===== src/rtl/c1_input_loader.sv =====
// Frame loader for the C1S2 layer. It writes one pixel frame into the shared data buffers,
// launches the layer, waits for it to finish, and then re-opens the input stream.
module c1_input_loader #(
  parameter int DATA_W      = 16,
  parameter int ADDR_W      = 32,
  parameter int FRAME_WORDS = 6144,
  parameter int SETTLE_CYC  = 2
) (
  input  logic              clk,
  input  logic              rst_n,
  input  logic              run,
  input  logic              s_valid,
  output logic              s_ready,
  input  logic [DATA_W-1:0] s_data,
  input  logic              s_last,
  output logic              buf_we,
  output logic [ADDR_W-1:0] buf_wr_addr,
  output logic [DATA_W-1:0] buf_din,
  output logic              layer_en,
  input  logic              layer_fin,
  output logic              busy,
  output logic              frame_done,
  output logic [15:0]       frame_cnt,
  output logic              err_len
);

  localparam int               IDX_W    = $clog2(FRAME_WORDS);
  localparam logic [IDX_W-1:0] LAST_IDX = IDX_W'(FRAME_WORDS - 1);
  localparam int               SET_W    = (SETTLE_CYC > 0) ? $clog2(SETTLE_CYC + 1) : 1;
  localparam logic [SET_W-1:0] SET_MAX  = SET_W'(SETTLE_CYC);

  typedef enum logic [2:0] {
    ST_IDLE   = 3'd0,
    ST_LOAD   = 3'd1,
    ST_SETTLE = 3'd2,
    ST_RUN    = 3'd3,
    ST_DONE   = 3'd4
  } state_t;

  state_t              state_r;
  state_t              state_s;
  logic [IDX_W-1:0]    idx_r;
  logic [IDX_W-1:0]    idx_s;
  logic [SET_W-1:0]    settle_r;
  logic [SET_W-1:0]    settle_s;
  logic                err_set_s;
  logic                accept_s;
  logic                fin_rise_s;
  logic                fin_q_r;
  logic                buf_we_r;
  logic [ADDR_W-1:0]   buf_wr_addr_r;
  logic [DATA_W-1:0]   buf_din_r;
  logic                layer_en_r;
  logic                frame_done_r;
  logic [15:0]         frame_cnt_r;
  logic                err_len_r;

  assign accept_s   = s_valid && (state_r == ST_LOAD);
  // Only a low-to-high transition seen inside RUN ends the compute phase.
  assign fin_rise_s = layer_fin && !fin_q_r;

  // Next-state, beat index and settle counter decode
  always_comb begin
    state_s   = state_r;
    idx_s     = idx_r;
    settle_s  = settle_r;
    err_set_s = 1'b0;
    case (state_r)
      ST_IDLE: begin
        if (run) begin
          state_s = ST_LOAD;
          idx_s   = {IDX_W{1'b0}};
        end else begin
          state_s = ST_IDLE;
        end
      end
      ST_LOAD: begin
        if (accept_s) begin
          if (idx_r == LAST_IDX) begin
            state_s   = ST_SETTLE;
            idx_s     = {IDX_W{1'b0}};
            settle_s  = {SET_W{1'b0}};
            err_set_s = !s_last;
          end else if (s_last) begin
            // A short frame is still written, but the load restarts from address zero.
            idx_s     = {IDX_W{1'b0}};
            err_set_s = 1'b1;
          end else begin
            idx_s = idx_r + IDX_W'(1);
          end
        end else begin
          state_s = ST_LOAD;
        end
      end
      ST_SETTLE: begin
        if (settle_r == SET_MAX) begin
          state_s = ST_RUN;
        end else begin
          settle_s = settle_r + SET_W'(1);
        end
      end
      ST_RUN: begin
        if (fin_rise_s) begin
          state_s = ST_DONE;
        end else begin
          state_s = ST_RUN;
        end
      end
      ST_DONE: begin
        state_s = ST_IDLE;
      end
      default: begin
        state_s = ST_IDLE;
        idx_s   = {IDX_W{1'b0}};
      end
    endcase
  end

  // State, counters and the finish-edge history register
  always_ff @(posedge clk or negedge rst_n) begin
    if (!rst_n) begin
      state_r  <= ST_IDLE;
      idx_r    <= {IDX_W{1'b0}};
      settle_r <= {SET_W{1'b0}};
      fin_q_r  <= 1'b0;
    end else begin
      state_r  <= state_s;
      idx_r    <= idx_s;
      settle_r <= settle_s;
      fin_q_r  <= layer_fin;
    end
  end

  // Buffer write port: one registered write per accepted beat
  always_ff @(posedge clk or negedge rst_n) begin
    if (!rst_n) begin
      buf_we_r      <= 1'b0;
      buf_wr_addr_r <= {ADDR_W{1'b0}};
      buf_din_r     <= {DATA_W{1'b0}};
    end else begin
      buf_we_r <= accept_s;
      if (accept_s) begin
        buf_wr_addr_r <= ADDR_W'(idx_r);
        buf_din_r     <= s_data;
      end
    end
  end

  // Layer control, completion pulse, frame counter and sticky length error
  always_ff @(posedge clk or negedge rst_n) begin
    if (!rst_n) begin
      layer_en_r   <= 1'b0;
      frame_done_r <= 1'b0;
      frame_cnt_r  <= 16'd0;
      err_len_r    <= 1'b0;
    end else begin
      layer_en_r   <= (state_s == ST_RUN);
      frame_done_r <= (state_s == ST_DONE);
      if ((state_r == ST_RUN) && (state_s == ST_DONE)) begin
        frame_cnt_r <= frame_cnt_r + 16'd1;
      end
      if (err_set_s) begin
        err_len_r <= 1'b1;
      end
    end
  end

  assign s_ready     = (state_r == ST_LOAD);
  assign busy        = (state_r != ST_IDLE);
  assign buf_we      = buf_we_r;
  assign buf_wr_addr = buf_wr_addr_r;
  assign buf_din     = buf_din_r;
  assign layer_en    = layer_en_r;
  assign frame_done  = frame_done_r;
  assign frame_cnt   = frame_cnt_r;
  assign err_len     = err_len_r;

endmodule


===== config.mk =====
export PLATFORM = sky130hd
export DESIGN_NAME = c1_input_loader
export DESIGN_NICKNAME = d
export VERILOG_FILES = /design/src/rtl/c1_input_loader.sv
export SDC_FILE = /design/constraint.sdc
export NUM_CORES = 1
export LEC_CHECK = 0
export ABC_AREA = 1
export BUFFER_PORTS_ARGS = -buffer_cell sky130_fd_sc_hd__buf_2
export CORE_MARGIN = 2
export CORE_UTILIZATION = 50
export DETAILED_ROUTE_END_ITERATION = 8
export GPL_ROUTABILITY_DRIVEN = 0
export PLACE_DENSITY = 0.77
export SLEW_MARGIN = 15
export SYNTH_ARGS = -nofsm -noshare
export SYNTH_HDL_FRONTEND = slang
export SYNTH_SLANG_ARGS = --single-unit

===== constraint.sdc =====
create_clock -name clk -period 2 [get_ports clk]
set_input_delay 0.4 -clock clk [delete_from_list [all_inputs] [get_ports clk]]
set_output_delay 0.4 -clock clk [all_outputs]
set_load 0.02 [all_outputs]

==> results of run 1 <==
flip-flops by register name, summed over array words and instances (netlist names):
| name | flops |
|---|---|
| layer_en | 1 |
| buf_we | 1 |
| settle_r | 2 |
| fin_q_r | 1 |
| idx_r | 13 |
| frame_done | 1 |
| frame_cnt | 16 |
| buf_din | 16 |
| state_r | 3 |
| err_len | 1 |
| buf_wr_addr | 13 |
cell families (layout without fill, tap and decap cells):
| logic type | Yosys count | in the layout | share of synthesized area [%] |
|---|---|---|---|
| other | 1 | 19 | 0.113 |
| AOI/OAI and AO/OA | 28 | 28 | 4.71 |
| adders and majority gates | 3 | 3 | 1.13 |
| buffers and inverters | 65 | 129 | 10.4 |
| DFF | 68 | 68 | 51.2 |
| xor gates and xnor gates | 11 | 11 | 2.90 |
| and+or+nand+nor | 227 | 227 | 29.5 |
area by class of cell:
cell class | instances | share of cell area [%]
clock buffers | 13 | 4.12
clock inverters | 2 | 0.260
inverters | 38 | 3.70
multi-input cells | 288 | 34.8
flip-flops and latches | 68 | 44.2
well taps | 77 | 2.50
repair buffers | 76 | 10.5
per-layer routing:
metal	GRT usage [%]	up-vias	part of all wire, %
met5	0	-	0
met4	7.94	0	1.1
met3	4.23	7	5.5
met2	30.5	95	46
met1	28.3	1283	47
li1	-	1375	-
cell usage after synthesis:
master | number | area share, %
nand2_1 | 147 | 17
dfrtp_1 | 68 | 51
inv_1 | 34 | 3.8
nor2_1 | 31 | 3.5
nand3_1 | 23 | 3.5
buf_4 | 22 | 5.0
o21ai_0 | 17 | 2.6
nand4_1 | 8 | 1.5
xor2_1 | 7 | 1.8
a21oi_1 | 5 | 0.75
nor2_2 | 5 | 0.94
inv_2 | 4 | 0.45
xnor2_1 | 4 | 1.1
buf_2 | 3 | 0.45
ha_1 | 3 | 1.1
nand3b_1 | 3 | 0.68
nor3_1 | 3 | 0.45
buf_6 | 2 | 0.68
nor3_2 | 2 | 0.60
o21ai_2 | 2 | 0.53
o21bai_1 | 2 | 0.45
conb_1 | 1 | 0.11
nand2_4 | 1 | 0.34
nand3_2 | 1 | 0.30
nand3_4 | 1 | 0.53
nor2_4 | 1 | 0.34
nor3b_1 | 1 | 0.23
o21a_1 | 1 | 0.23
o22ai_1 | 1 | 0.19
worst max-delay path, delay by kind of cell (launching register included):
| family | cells | cell delay (ns) |
|---|---|---|
| flip-flops | 1 | 0.42 |
| buffers and inverters | 2 | 0.35 |
| AND/OR/NAND/NOR | 2 | 0.28 |
metrics by stage:
step / power, mW / instance area [um2] / hold WS (ns) / util, %
global placement: 1.95 / 3680 / 0.446 / 57.7
CTS: 2.96 / 3850 / 0.0872 / 60.3
detailed placement: 1.96 / 3680 / 0.452 / 57.7
floorplan: 1.84 / 3390 / 0.104 / -
global route: 3.09 / 3850 / 0.103 / 60.3
finish: 2.93 / 3850 / 0.0812 / 60.3
report_power, final:
part / total (mW) / switching, mW / leakage (nW) / internal (mW)
registers: 1.53 / 0.0694 / 0.886 / 1.46
logic: 0.404 / 0.275 / 1.14 / 0.129
clock network: 0.993 / 0.485 / 0.0893 / 0.508
total: 2.93 / 0.829 / 2.11 / 2.10
worst max path at each step:
stage	startpoint	end	slack (ns)	depth (start not counted)
floorplan	frame_cnt[0]	frame_cnt[14]	0.57	8
global placement	state_r[1]	buf_din[6]	0.41	8
detailed placement	state_r[2]	buf_din[7]	0.35	8
CTS	state_r[1]	s_ready	0.22	4
global route	state_r[2]	s_ready	0.11	4
finish	state_r[2]	s_ready	0.23	4
==> out/metrics.csv, run 1 <==
stage,metric,value,unit
grt,grt_pass1_vias,2558,
detailed_routing,firstDrtPassIters,4,
hold_path,hold_path.class,input pin to async pin,
synthesis,syn_inst,403,
synthesis,synth_seq_cells,68,
finish,fillCellCount,589,
outcome,status,"finished, final reports clean",
job,cap_viol_max_count,0,
finish,stdcell_count,562,
sta,fin_crit,1.77,ns
grt,overflow,0,
detailed_routing,ant_nets,0,
floorplan,boundaryPins,92,
floorplan,placementRows,29,
sta,setup_tns,0,ns
critical_path,r2r_end,buf_din[12],
finish,layout_commonest_cell,nand2_1,
power_and_ir_drop,powerDensity,760,nW/um2
sta,setup_viol,0,
finish,nets,506,
grt,grt_pass1_wl,11700,um
clock_network,cts-buffers-inserted,9,
synthesis,ys_types,29,
critical_path,crit_chain,nor2_1 > nand2_1 > inv_2 > buf_2,
detailed_routing,drt-total-wl,6820,um
finish,register_area,1700,um2
power_and_ir_drop,ir_drop,637,uV
finish,multiInputGateArea,1340,um2
clock_network,cts_tree,built,
clock_network,path_clk_slew,0.07,ns
sta,clock_skew,0.00681,ns
sta,final-max-slew-violation-count,0,
place,portBuffers,72,
place,dp.cells,547,
sta,fmax,0.566,GHz
detailed_routing,drtIter0Drc,155,
place,dpl.hpwl,4890,um
finish,antenna_cells,0,
detailed_routing,wl_per_cell,12.1,um
detailed_routing,vias,2760,
clock_network,clkLatencyLatePin,0.33,ns
floorplan,die-area,7310,um2
critical_path,slowest_delay,0.42,ns
critical_path,crit_arrival,1.37,ns
clock_network,postCtsSetupRepairBufs,0,
sta,timing.final.crit_share,88.3,%
critical_path,reg2reg_slack,0.34,ns
detailed_routing,viasPerCell,4.91,
floorplan,initial_core_util,52.0,%
synthesis,ys_warn_count,0,
synthesis,syn_area_per_cell,8.24,um2
floorplan,die_h,85.5,um
critical_path,required,1.60,ns
grt,grt_usage,20.0,%
synthesis,yosysSeqAreaShare,51.2,%
power_and_ir_drop,leakage,2.11,nW
grt,grt_max_degree,69,
place,post-place-ws,0.351,ns
clock_network,cts-resized-gates,0,
finish,layout_common_cells,"nand2_1 (147), buf_2 (72), dfrtp_1 (68)",
critical_path,critPathKind,flop to primary output,
floorplan,core-area,6390,um2
critical_path,end_kind,primary output,
sta,hold_viol,0,
clock_network,clock_sinks,68,
finish,syn2layout_area_growth,16.1,%
critical_path,slowest_stage,dfrtp_1,
clock_network,cts_max_level,3,
critical_path,rr_worst_depth,8,
finish,drive_above_1_share,21.9,%
floorplan,fp.dieW,85.5,um
grt,antenna_found_initial,0,
sta,rsz0062_at_grt,false,
critical_path,start_kind,flop,
critical_path,path_max_fanout,7,
clock_network,root_buffer,clkbuf_8,
sta,setup_slack,0.234,ns
detailed_routing,drcViolationCount,0,
clock_network,clock_path_buffers,2,
critical_path,timing.rr.start,state_r[2],
synthesis,synthesis.area,3320,um2
clock_network,cts.hold.buffers_added,0,
(Power assumes the default switching activity.)
==> run 2, diff against run 1 <==
--- a/config.mk
+++ b/config.mk
@@ -9,9 +9,11 @@
 export BUFFER_PORTS_ARGS = -buffer_cell sky130_fd_sc_hd__buf_2
 export CORE_MARGIN = 2
 export CORE_UTILIZATION = 50
+export CTS_CLUSTER_SIZE = 16
 export DETAILED_ROUTE_END_ITERATION = 8
 export GPL_ROUTABILITY_DRIVEN = 0
 export PLACE_DENSITY = 0.77
+export RECOVER_POWER = 25
 export SLEW_MARGIN = 15
 export SYNTH_ARGS = -nofsm -noshare
 export SYNTH_HDL_FRONTEND = slang
==> run 2 against run 1 <==
  * The flow now finishes with violations (capacitance limit, slew limit)
  * Critical path type unchanged
  * Sequential share of layout area grew 0.19 points
  * Via count grew 0.33%
  * Clock power is essentially flat
  * Worst hold slack gained 0.12 ns
  * Cell count is the same
  * Clock-buffer cell count is the same
  * Maximum frequency shrank 0.18%
==> out/metrics.csv, run 2 (synthesis results as in run 1) <==
stage,metric,value,unit,change
outcome,status,"complete, but fails checks",,"was finished, final reports clean"
outcome,violations,"capacitance limit, slew limit",,
floorplan,placementRows,29,,unchanged
detailed_routing,vias,2769,,was 2760
clock_network,cts.hold.buffers_added,0,,unchanged
clock_network,clock_sinks,68,,unchanged
grt,overflow,0,,unchanged
floorplan,die_h,85.5,um,unchanged
hold_path,hp-start,layer_fin,,
clock_network,cts_tree,built,,unchanged
place,dpl.hpwl,4890,um,unchanged
critical_path,slowest_delay,0.42,ns,about the same
finish,syn2layout_area_growth,15.6,%,was 16.1%
critical_path,start_kind,flop,,unchanged
finish,nets,506,,unchanged
finish,post-route-util,60.1,%,was 60.3%
detailed_routing,firstDrtPassIters,4,,unchanged
grt,grt_max_degree,69,,unchanged
critical_path,slowest_stage,dfrtp_1,,unchanged
sta,setup_tns,0,ns,unchanged
floorplan,core-area,6390,um2,unchanged
sta,hold_viol,0,,unchanged
critical_path,path_max_fanout,7,,unchanged
power_and_ir_drop,leakage,2.10,nW,was 2.11 nW
clock_network,root_buffer,clkbuf_8,,unchanged
sta,setup_viol,0,,unchanged
sta,final-max-slew-violation-count,69,,was 0
sta,clock_skew,0.00785,ns,was 0.00681 ns
critical_path,crit_buf_inv,2,,unchanged
power_and_ir_drop,ir_drop,639,uV,was 637 uV
detailed_routing,drt-total-wl,6830,um,was 6820 um
power_and_ir_drop,finalPower,2.93,mW,about the same
grt,grt_usage,20.0,%,unchanged
sta,slew_headroom,-9.40,%,
grt,grt_pass1_vias,2558,,unchanged
clock_network,cts_max_level,3,,unchanged
detailed_routing,viasPerCell,4.93,,was 4.91
clock_network,clkLatencyLatePin,0.33,ns,about the same
finish,drive_above_1_share,21.6,%,was 21.9%
critical_path,startpoint,state_r[2],,unchanged
critical_path,crit_arrival,1.37,ns,about the same
power_and_ir_drop,powerDensity,763,nW/um2,was 760 nW/um2
detailed_routing,ant_nets,0,,unchanged
sta,timing.final.crit_share,88.5,%,was 88.3%
critical_path,timing.rr.start,state_r[2],,unchanged
job,cap_viol_max_count,1,,was 0
floorplan,initial_core_util,52.0,%,unchanged
sta,rsz0062_at_grt,false,,unchanged
finish,antenna_cells,0,,unchanged
finish,layout_common_cells,"nand2_1 (147), buf_2 (71), dfrtp_1 (68)",,"was nand2_1 (147), buf_2 (72), dfrtp_1 (68)"
clock_network,cts-buffers-inserted,9,,unchanged
clock_network,postCtsSetupRepairBufs,0,,unchanged
critical_path,end_kind,primary output,,unchanged
place,portBuffers,72,,unchanged
hold_path,hold_path.class,input pin to flop,,was input pin to async pin
detailed_routing,wl_per_cell,12.1,um,about the same
detailed_routing,drcViolationCount,0,,unchanged
critical_path,critPathKind,flop to primary output,,unchanged
sta,fmax,0.565,GHz,was 0.566 GHz
clock_network,clock_path_buffers,2,,unchanged
floorplan,boundaryPins,92,,unchanged
critical_path,crit_family,flip-flops,,unchanged
finish,layout_commonest_cell,nand2_1,,unchanged
floorplan,die-area,7310,um2,unchanged
sta,tightest_slew,1.64,ns,
critical_path,required,1.60,ns,about the same
grt,grt_pass1_wl,11700,um,unchanged
clock_network,path_clk_slew,0.07,ns,about the same
detailed_routing,drtIter0Drc,155,,unchanged
floorplan,fp.dieW,85.5,um,unchanged
grt,antenna_found_initial,0,,unchanged
clock_network,cts-resized-gates,0,,unchanged
sta,fin_crit,1.77,ns,about the same
critical_path,crit_chain,nor2_1 > nand2_1 > inv_2 > buf_2,,unchanged
finish,fillCellCount,592,,was 589
-- run 2: cell count changes in the layout (fill, tap and decap cells not counted) --
cell | previous run | this run
buf_2 | 72 | 71
clkbuf_2 | 0 | 1
clkbuf_1 | 2 | 3
buf_12 | 1 | 0
-- run 2: cell type report --
class,count,area [um2],area share [%]
flip-flops and latches,68,1700,44.3
multi-input cells,288,1340,35.0
repair buffers,76,387,10.1
clock buffers,13,159,4.14
inverters,38,143,3.72
well taps,77,96.3,2.51
clock inverters,2,10.0,0.261
-- run 2: final timing paths --
| kind | cells past startpoint | slack, ns | endpoint |
|---|---|---|---|
| max | 4 | 0.23 | s_ready |
| min | 1 | 0.20 | fin_q_r |
| max reg2reg | 8 | 0.34 | buf_din[12] |
| min reg2reg | 1 | 0.48 | settle_r[0] |
| max in group asynchronous | 2 | 0.45 | settle_r[1] |
| min in group asynchronous | 2 | 0.57 | buf_din[0] |
-- run 2: metal layers --
layer	GRT usage, %	routed length [um]	up-vias
li1	-	-	1375
met1	28.3	3160	1293
met2	30.5	3210	97
met3	4.23	418	4
met4	7.94	48	0
met5	0	0	-
-- run 2: power breakdown --
| part | internal (mW) | switching [mW] |
|---|---|---|
| Combinational | 0.125 | 0.274 |
| Sequential | 1.46 | 0.0696 |
| Clock | 0.508 | 0.487 |
-- run 2: through the flow --
step / setup WS [ns] / instances / instance area (um2) / hold WS, ns
2_1_floorplan: 0.565 / 421 / 3390 / 0.104
5_1_grt: 0.102 / 562 / 3840 / 0.185
6_report: 0.230 / 562 / 3840 / 0.196
3_5_place_dp: 0.351 / 547 / 3680 / 0.452
3_3_place_gp: 0.409 / 547 / 3680 / 0.446
4_1_cts: 0.223 / 562 / 3850 / 0.0872
==> run 3, diff against run 2 <==
--- a/config.mk
+++ b/config.mk
@@ -14,6 +14,7 @@
 export GPL_ROUTABILITY_DRIVEN = 0
 export PLACE_DENSITY = 0.77
 export RECOVER_POWER = 25
+export REMOVE_ABC_BUFFERS = 1
 export SLEW_MARGIN = 15
 export SYNTH_ARGS = -nofsm -noshare
 export SYNTH_HDL_FRONTEND = slang
==> run 3 against run 2 <==
  * The flow still finishes with violations (capacitance limit, slew limit)
  * Sequential power hardly changed
  * Clock skew increased by 0.0019 ns
  * Non-clock buffer count fell by 1
  * Routed wire length fell by 0.91%
  * Critical path type unchanged
  * Critical endpoint unchanged
  * Largest cell class unchanged
  * Largest power group unchanged
==> out/metrics.csv, run 3 (synthesis results as in run 1) <==
stage,metric,value,unit,change
grt,grt_pass1_vias,2427,,was 2558
sta,tightest_slew,1.62,ns,was 1.64 ns
finish,layout_commonest_cell,nand2_1,,unchanged
outcome,violations,"capacitance limit, slew limit",,unchanged
sta,final-max-slew-violation-count,69,,unchanged
clock_network,clock_sinks,68,,unchanged
detailed_routing,drtIter0Drc,162,,was 155
floorplan,boundaryPins,92,,unchanged
sta,hold_ws,0.196,ns,about the same
critical_path,end_kind,primary output,,unchanged
sta,setup_viol,0,,unchanged
clock_network,cts_max_level,3,,unchanged
sta,slew_headroom,-7.76,%,was -9.40%
floorplan,core-area,6390,um2,unchanged
power_and_ir_drop,p_int,2.42,mW,was 2.10 mW
clock_network,path_clk_slew,0.08,ns,was 0.07 ns
power_and_ir_drop,pwr-share-seq,46.3,%,was 52.4%
power_and_ir_drop,power.switching,0.894,mW,was 0.831 mW
finish,drive_above_1_share,22.1,%,was 21.6%
finish,antenna_cells,0,,unchanged
sta,timing.final.crit_share,88.0,%,was 88.5%
grt,overflow,0,,unchanged
power_and_ir_drop,leakage,2.13,nW,was 2.10 nW
grt,antenna_found_initial,0,,unchanged
sta,hold_viol,0,,unchanged
floorplan,fp.dieW,85.5,um,unchanged
floorplan,die-area,7310,um2,unchanged
finish,fillCellCount,587,,was 592
floorplan,die_h,85.5,um,unchanged
finish,post-route-util,61.2,%,was 60.1%
grt,grt_usage,19.4,%,was 20.0%
finish,register_area,1700,um2,unchanged
detailed_routing,drt-total-wl,6760,um,was 6830 um
detailed_routing,drcViolationCount,0,,unchanged
floorplan,initial_core_util,52.0,%,unchanged
detailed_routing,viasPerCell,4.83,,was 4.93
detailed_routing,ant_nets,0,,unchanged
finish,syn2layout_area_growth,17.7,%,was 15.6%
finish,layout_common_cells,"nand2_1 (147), buf_2 (71), dfrtp_1 (68)",,unchanged
power_and_ir_drop,ir_drop,625,uV,was 639 uV
finish,multiInputGateArea,1340,um2,unchanged
power_and_ir_drop,swShare,27.0,%,was 28.4%
clock_network,postCtsSetupRepairBufs,0,,unchanged
clock_network,clock_path_buffers,2,,unchanged
critical_path,slowest_stage,dfrtp_1,,unchanged
critical_path,start_kind,flop,,unchanged
outcome,status,"complete, but fails checks",,unchanged
clock_network,cts-buffers-inserted,9,,unchanged
place,portBuffers,72,,unchanged
sta,fin_crit,1.76,ns,was 1.77 ns
place,dpl.hpwl,4880,um,was 4890 um
critical_path,crit_chain,nor2_1 > nand2_1 > inv_2 > buf_2,,unchanged
clock_network,clkLatencyLatePin,0.35,ns,was 0.33 ns
sta,clock_skew,0.00978,ns,was 0.00785 ns
sta,setup_slack,0.240,ns,was 0.230 ns
critical_path,required,1.60,ns,about the same
critical_path,critPathKind,flop to primary output,,unchanged
critical_path,path_max_fanout,7,,unchanged
clock_network,cts_tree,built,,unchanged
critical_path,crit_arrival,1.36,ns,was 1.37 ns
clock_network,root_buffer,clkbuf_8,,unchanged
critical_path,slowest_delay,0.41,ns,was 0.42 ns
hold_path,hold_path.class,input pin to flop,,unchanged
floorplan,placementRows,29,,unchanged
clock_network,cts-resized-gates,0,,unchanged
sta,setup_tns,0,ns,unchanged
power_and_ir_drop,clockPowerShare,41.7,%,was 34.0%
power_and_ir_drop,comb_power_share,12.0,%,was 13.6%
clock_network,cts.hold.buffers_added,0,,unchanged
grt,grt_pass1_wl,11100,um,was 11700 um
detailed_routing,firstDrtPassIters,4,,unchanged
place,post-place-ws,0.367,ns,was 0.351 ns
sta,rsz0062_at_grt,false,,unchanged
finish,nets,505,,was 506
grt,grt_max_degree,69,,unchanged
power_and_ir_drop,powerDensity,849,nW/um2,was 763 nW/um2
power_and_ir_drop,finalPower,3.32,mW,was 2.93 mW
job,cap_viol_max_count,1,,unchanged
detailed_routing,vias,2715,,was 2769
detailed_routing,wl_per_cell,12.0,um,was 12.1 um
sta,fmax,0.568,GHz,was 0.565 GHz
-- run 3: changes by cell type in the layout (fill, tap and decap cells not counted) --
| cell | previous run | this run |
|---|---|---|
| clkinv_2 | 2 | 0 |
| clkinv_4 | 0 | 2 |
| clkinvlp_4 | 0 | 1 |
| clkbuf_1 | 3 | 1 |
| bufinv_16 | 0 | 3 |
| inv_6 | 0 | 1 |
| buf_4 | 3 | 2 |
| clkbuf_8 | 11 | 9 |
-- run 3: path summary, 6_finish.rpt --
kind	start	end	slack (ns)	cells after the start
min reg2reg	buf_din[10]	buf_din[10]	0.48	2
min in group asynchronous	rst_n	buf_din[10]	0.54	2
max in group asynchronous	rst_n	frame_cnt[8]	0.48	2
max	state_r[2]	s_ready	0.24	4
min	layer_fin	fin_q_r	0.20	1
max reg2reg	state_r[2]	buf_wr_addr[0]	0.37	7
-- run 3: through the flow --
stage	std cells	cell area (um2)
final	562	3910
after global routing	562	3910
after CTS	562	3930
after detailed placement	546	3680
after global placement	546	3680
after floorplan	394	3190
-- run 3: layer usage --
metal  GRT usage, %  part of all wire (%)  vias to the layer above  wire [um]
met5              0                     0                        -          0
met4           8.23                   1.5                        0        103
met3           5.00                   5.3                        5        359
met2           29.1                    47                       78       3210
met1           27.0                    46                     1252       3100
li1               -                     -                     1380          -
-- run 3: worst max-delay path, delay by kind of cell (launching register included) --
family                 cells  cell delay, ns
flip-flops                 1            0.41
AND/OR/NAND/NOR            2            0.27
buffers and inverters      2            0.33
-- run 3: final cells by class --
class                      count  area share [%]
tap                           77            2.46
multi-input combinational    288            34.3
inverter                      38            3.65
clock buffer                   9            3.17
clock inverter                 7            3.17
sequential                    68            43.5
timing repair buffer          75            9.70
-- run 3: power by group through the flow --
stage,clock [mW],combinational (mW),sequential (mW)
6_report,1.38,0.397,1.54
2_1_floorplan,0,0.171,1.63
4_1_cts,1.41,0.407,1.53
3_5_place_dp,0,0.406,1.56
3_3_place_gp,0,0.398,1.56
5_1_grt,1.47,0.449,1.55
